File: config.mk
export PLATFORM = sky130hd
export DESIGN_NAME = crc_lut_seq
export DESIGN_NICKNAME = d
export VERILOG_FILES = /design/src/rtl/crc_lut_pkg.sv /design/src/rtl/crc_lut_seq.sv
export SDC_FILE = /design/constraint.sdc
export NUM_CORES = 1
export LEC_CHECK = 0
export BUFFER_PORTS_ARGS = -buffer_cell sky130_fd_sc_hd__buf_2
export CORE_ASPECT_RATIO = 0.7
export CORE_UTILIZATION = 48
export CTS_BUF_LIST = sky130_fd_sc_hd__clkbuf_16
export CTS_CLUSTER_SIZE = 25
export DETAILED_ROUTE_END_ITERATION = 6
export PLACE_DENSITY = 0.82
export SLEW_MARGIN = 20
export SYNTH_ARGS = -nofsm -noshare
export SYNTH_HDL_FRONTEND = slang
export SYNTH_SLANG_ARGS = --single-unit
File: constraint.sdc
create_clock -name clk -period 2.3 [get_ports clk]
set_clock_uncertainty 0.2 [all_clocks]
set_input_delay 0.115 -clock clk [delete_from_list [all_inputs] [get_ports clk]]
set_output_delay 0.115 -clock clk [all_outputs]
set_load 0.02 [all_outputs]
File: src/rtl/crc_lut_pkg.sv
// Shared types and constants for the byte-serial CRC lookup-table sequencer.
// CRC_LUT_SEQ_REG_TAB_EN adds the ISSUE/UPDATE sub-phase for a registered table.
package crc_lut_pkg;

  localparam int CRC_W  = 32;
  localparam int TAB_AW = 8;

  localparam logic [CRC_W-1:0] CRC_INIT_DEF    = 32'hFFFF_FFFF;
  localparam logic [CRC_W-1:0] CRC_XOR_OUT_DEF = 32'hFFFF_FFFF;

  typedef enum logic [1:0] {
    IDLE = 2'd0,
    RUN  = 2'd1,
    DONE = 2'd2
  } state_t;

`ifdef CRC_LUT_SEQ_REG_TAB_EN
  typedef enum logic {
    ISSUE  = 1'b0,
    UPDATE = 1'b1
  } phase_t;
`endif

endpackage

File: src/rtl/crc_lut_seq.sv
// Byte-serial CRC sequencer driving an external 256x32 lookup table.
// Define CRC_LUT_SEQ_REG_TAB_EN when the table has a registered (1-cycle) read.
module crc_lut_seq
  import crc_lut_pkg::*;
#(
  parameter logic [CRC_W-1:0] INIT    = CRC_INIT_DEF,
  parameter logic [CRC_W-1:0] XOR_OUT = CRC_XOR_OUT_DEF
) (
  input  logic             clk,
  input  logic             rstn,
  input  logic             s_valid,
  output logic             s_ready,
  input  logic [31:0]      s_data,
  input  logic [1:0]       s_bytes,
  input  logic             s_last,
  output logic [31:0]      tab_addr,
  input  logic [CRC_W-1:0] tab_rdata,
  output logic             m_valid,
  input  logic             m_ready,
  output logic [CRC_W-1:0] m_crc,
  output logic             busy
);

  state_t             state;
  logic [CRC_W-1:0]   crc;
  logic [31:0]        word;
  logic [2:0]         nbytes;
  logic [1:0]         byte_idx;
  logic               last;
  logic               sof;

  logic [7:0]         cur_byte;
  logic [TAB_AW-1:0]  index;
  logic [CRC_W-1:0]   crc_next;
  logic               last_byte;
  logic               step_en;

`ifdef CRC_LUT_SEQ_REG_TAB_EN
  phase_t phase;
  // The table answers one cycle after the address, so only UPDATE consumes it.
  assign step_en = (phase == UPDATE);
`else
  assign step_en = 1'b1;
`endif

  always_comb begin
    cur_byte  = word[{byte_idx, 3'b000} +: 8];
    index     = crc[7:0] ^ cur_byte;
    crc_next  = (crc >> 8) ^ tab_rdata;
    last_byte = ({1'b0, byte_idx} == (nbytes - 3'd1));
  end

  // The index depends only on registered state, so it is stable for the whole RUN cycle.
  assign tab_addr = (state == RUN) ? {{(32 - TAB_AW){1'b0}}, index} : 32'd0;
  assign s_ready  = (state == IDLE);
  assign busy     = (state != IDLE) || !sof;

  // NOTE: every register here uses <= so all updates see the pre-edge values of crc/byte_idx.
  always_ff @(posedge clk or negedge rstn) begin
    if (!rstn) begin
      state    <= IDLE;
      crc      <= INIT;
      sof      <= 1'b1;
      word     <= '0;
      nbytes   <= '0;
      byte_idx <= '0;
      last     <= 1'b0;
      m_valid  <= 1'b0;
      m_crc    <= '0;
`ifdef CRC_LUT_SEQ_REG_TAB_EN
      phase    <= ISSUE;
`endif
    end else begin
      case (state)
        IDLE: begin
          if (s_valid) begin
            word     <= s_data;
            nbytes   <= (s_bytes == 2'd0) ? 3'd4 : {1'b0, s_bytes};
            last     <= s_last;
            byte_idx <= '0;
            state    <= RUN;
`ifdef CRC_LUT_SEQ_REG_TAB_EN
            phase    <= ISSUE;
`endif
            if (sof) begin
              crc <= INIT;
              sof <= 1'b0;
            end
          end
        end
        RUN: begin
`ifdef CRC_LUT_SEQ_REG_TAB_EN
          phase <= (phase == ISSUE) ? UPDATE : ISSUE;
`endif
          if (step_en) begin
            crc      <= crc_next;
            byte_idx <= byte_idx + 2'd1;
            if (last_byte) begin
              if (last) begin
                state   <= DONE;
                m_valid <= 1'b1;
                m_crc   <= crc_next ^ XOR_OUT;
              end else begin
                state <= IDLE;
              end
            end
          end
        end
        DONE: begin
          if (m_ready) begin
            m_valid <= 1'b0;
            crc     <= INIT;
            sof     <= 1'b1;
            state   <= IDLE;
          end
        end
        default: state <= IDLE;
      endcase
    end
  end

endmodule

==> key figures <==
Run status
  – Outcome: finished clean

Clock network
  – H-tree levels: 3
  – Post-CTS Setup Inserts: 0
  – Clock transition at the registers of the reported paths: 0.07 ns
  – Clock root cell: clkbuf_16
  – Clk sink count: 106
  – Clk buf depth: 2
  – CTS Buf Count: 9
  – Clk Latency, worst-skew pair: 0.34 ns
  – TritonCTS clock tree: yes

Drt
  – Routed length per instance: 15.60 um
  – Vias: 3185
  – Vias per cell: 4.855
  – Drt first pass iters: 6
  – Initial DRC count: 139
  – DRT Wirelength: 10230 um
  – DRC Markers: 0
  – Final ANT Viol Nets: 0

Yosys
  – Post-synthesis register bit count: 106
  – Post-synth cell types: 34
  – Area share of the largest cell type after synthesis: 0.3823
  – Synth Cell Area: 4778 um2
  – Asr flop ratio synth: 1.000
  – Synth warn: 0
  – Syn_area_per_cell: 14.10 um2
  – Post-synth EDFFs: 0
  – Top FF cell, synth: dfrtp_1
  – Area leader, netlist: dfrtp_1
  – Seq/Total Area, Yosys: 0.5638
  – Synth area leaders: dfrtp_1 38%, dfstp_2 18%, mux2_2 13%, xnor2_1 6.2%, a2bb2oi_1 4.4%
  – Cells after synthesis: 339

Global route
  – First-pass GRT wire length: 16490 um
  – Vias in the first global route: 3362
  – GR Util All Layers: 0.2109
  – Largest net degree at the start of global routing: 48
  – Initial antenna violation count: 0
  – Grt total ovfl: 0

Power and ir drop
  – Max VDD drop: 1024 uV
  – Lkg Pwr: 0.002890 uW
  – Pwr/cell area: 1530 nW/um2

STA
  – Slew at the pin with the worst max-slew slack: 0.6151 ns
  – Max-slew violation count: 0
  – Slew HR: 0.5899
  – Fmax: 450.9 MHz
  – Final setup fails: 0
  – Fin crit share: 0.9643
  – Fin. Hold Viols: 0
  – WHS: 0.04513 ns
  – Tmin final: 2.218 ns

Setup path
  – Critical Path Start Type: register
  – Critical path peak fanout: 11
  – Crit path DAT: 1.90 ns
  – Worst EP required: 1.99 ns
  – Reg2reg setup slack: 0.12 ns
  – Crit path kind: reg2out
  – Crit end category: primary output

Place
  – Final RePlAce weighted congestion: 0.7160
  – Dpl cell area: 5399 um2
  – Port buffer count: 113
  – Detailed placement HPWL: 6751 um

Floorplan
  – Die X: 121.3 um
  – Number of placed I/O pins: 138
  – Die height: 85.48 um
  – Placeable Area: 9684 um2
  – Die footprint: 10360 um2
  – Initial core utilization: 0.4934
  – Num rows: 30

Finish
  – Layout area overhead: 34.12%
  – Post-route design area: 6409 um2
  – N_diodes: 0
  – Share of layout cells above drive strength 1: 0.4545
  – Nets@finish: 595

Worst hold path
  – Hold Crit Class: in2async

Run
  – Max-cap violations: 0
[layer usage]
| layer | track usage | vias up | share of wire |
|---|---|---|---|
| met4 | 0.04489 | 0 | 0.0088 |
| li1 | - | 1505 | - |
| met2 | 0.3403 | 102 | 0.49 |
| met5 | 0 | - | 0 |
| met1 | 0.2818 | 1568 | 0.45 |
| met3 | 0.06519 | 10 | 0.053 |
[registers in the layout, summed over array words and instances, names as in the netlist]
name and count:
byte_idx 2, nbytes 3, m_crc 32, word 32
state 2, last 1, sof 1, m_valid 1
crc 32
[critical path, cell delays in order, from the launching register on]
cell     delay, ns
dfrtp_1       0.39
buf_6         0.21
mux4_2        0.53
xnor2_1       0.15
nor2_1        0.10
buf_2         0.19
[kinds of logic (layout without fill, tap and decap cells)]
logic type	Yosys count	count (layout)	share of synthesized area
muxes	75	75	0.1935
AOI/OAI and AO/OA	41	41	0.06913
and+or+nand+nor	25	25	0.03299
adders and majority gates	1	1	0.002618
xor gates and xnor gates	35	35	0.06415
other	1	24	0.0007848
buffers and inverters	55	221	0.07305
DFF	106	106	0.5638
[report_power, final]
group	switching (uW)	internal, uW
clock network	660	842
logic	2340	2300
registers	612	3050
total	3620	6190
[synthesized netlist by cell type (all sizes together), types with 6 or more instances]
cell type	instances
dfstp	33
o21ai	6
dfrtp	73
mux4	8
inv	11
o22a	8
clkbuf	10
xnor2	34
nor2	9
buf	34
mux2	59
a2bb2oi	24
mux2i	8
[timing repair]
action,CTS,global route
hold buffers,71,0
endpoints found under the setup margin,0,8
endpoints found under the hold margin,182,0
resized for setup,0,1
[per-stage QoR]
stage	instances	TNS (ns)	setup slack (ns)	util	total power [uW]
3_3_place_gp	569	0	0.2064	0.5575	8054
2_1_floorplan	362	0	0.1955	-	6997
3_5_place_dp	569	0	0.1201	0.5575	8246
4_1_cts	656	0	0.04294	0.6614	9883
6_report	656	0	0.08211	0.6618	9808
5_1_grt	656	-0.0006786	-0.0006786	0.6618	10400
[layout make-up]
| type | count | area [um2] |
|---|---|---|
| inverter | 11 | 41.29 |
| clock inverter | 7 | 70.07 |
| timing repair buffer | 194 | 1383 |
| clock buffer | 9 | 225.2 |
| tap | 128 | 160.2 |
| multi-input combinational | 201 | 1836 |
| sequential | 106 | 2694 |
| fill | 723 | 3276 |
[worst paths after layout]
path	start	endpoint	cells after the start
setup reg to reg	nbytes[0]	m_crc[6]	6
min in group clk	m_crc[22]	m_crc[22]	1
max in group asynchronous	rstn	crc[23]	3
setup / recovery	byte_idx[0]	tab_addr[7]	5
hold reg to reg	m_crc[22]	m_crc[22]	1
hold / removal	rstn	word[6]	2
[cells in the final DEF, fill, tap and decap left out, types with 2 or more instances in the layout]
| master | n |
|---|---|
| buf_2 | 112 |
| a2bb2oi_1 | 24 |
| mux2_1 | 3 |
| mux2_2 | 56 |
| nor2_1 | 9 |
| conb_1 | 24 |
| dfstp_2 | 33 |
| nand3b_1 | 2 |
| xnor2_1 | 34 |
| dfrtp_1 | 73 |
| clkbuf_16 | 9 |
| o21ai_0 | 5 |
| buf_12 | 2 |
| nand3_1 | 2 |
| nand2_1 | 3 |
| mux2i_1 | 8 |
| buf_4 | 8 |
| o22a_1 | 8 |
| mux4_2 | 8 |
| clkinvlp_4 | 2 |
| dlygate4sd3_1 | 71 |
| inv_1 | 13 |
Power figures use the tool's default switching activity.
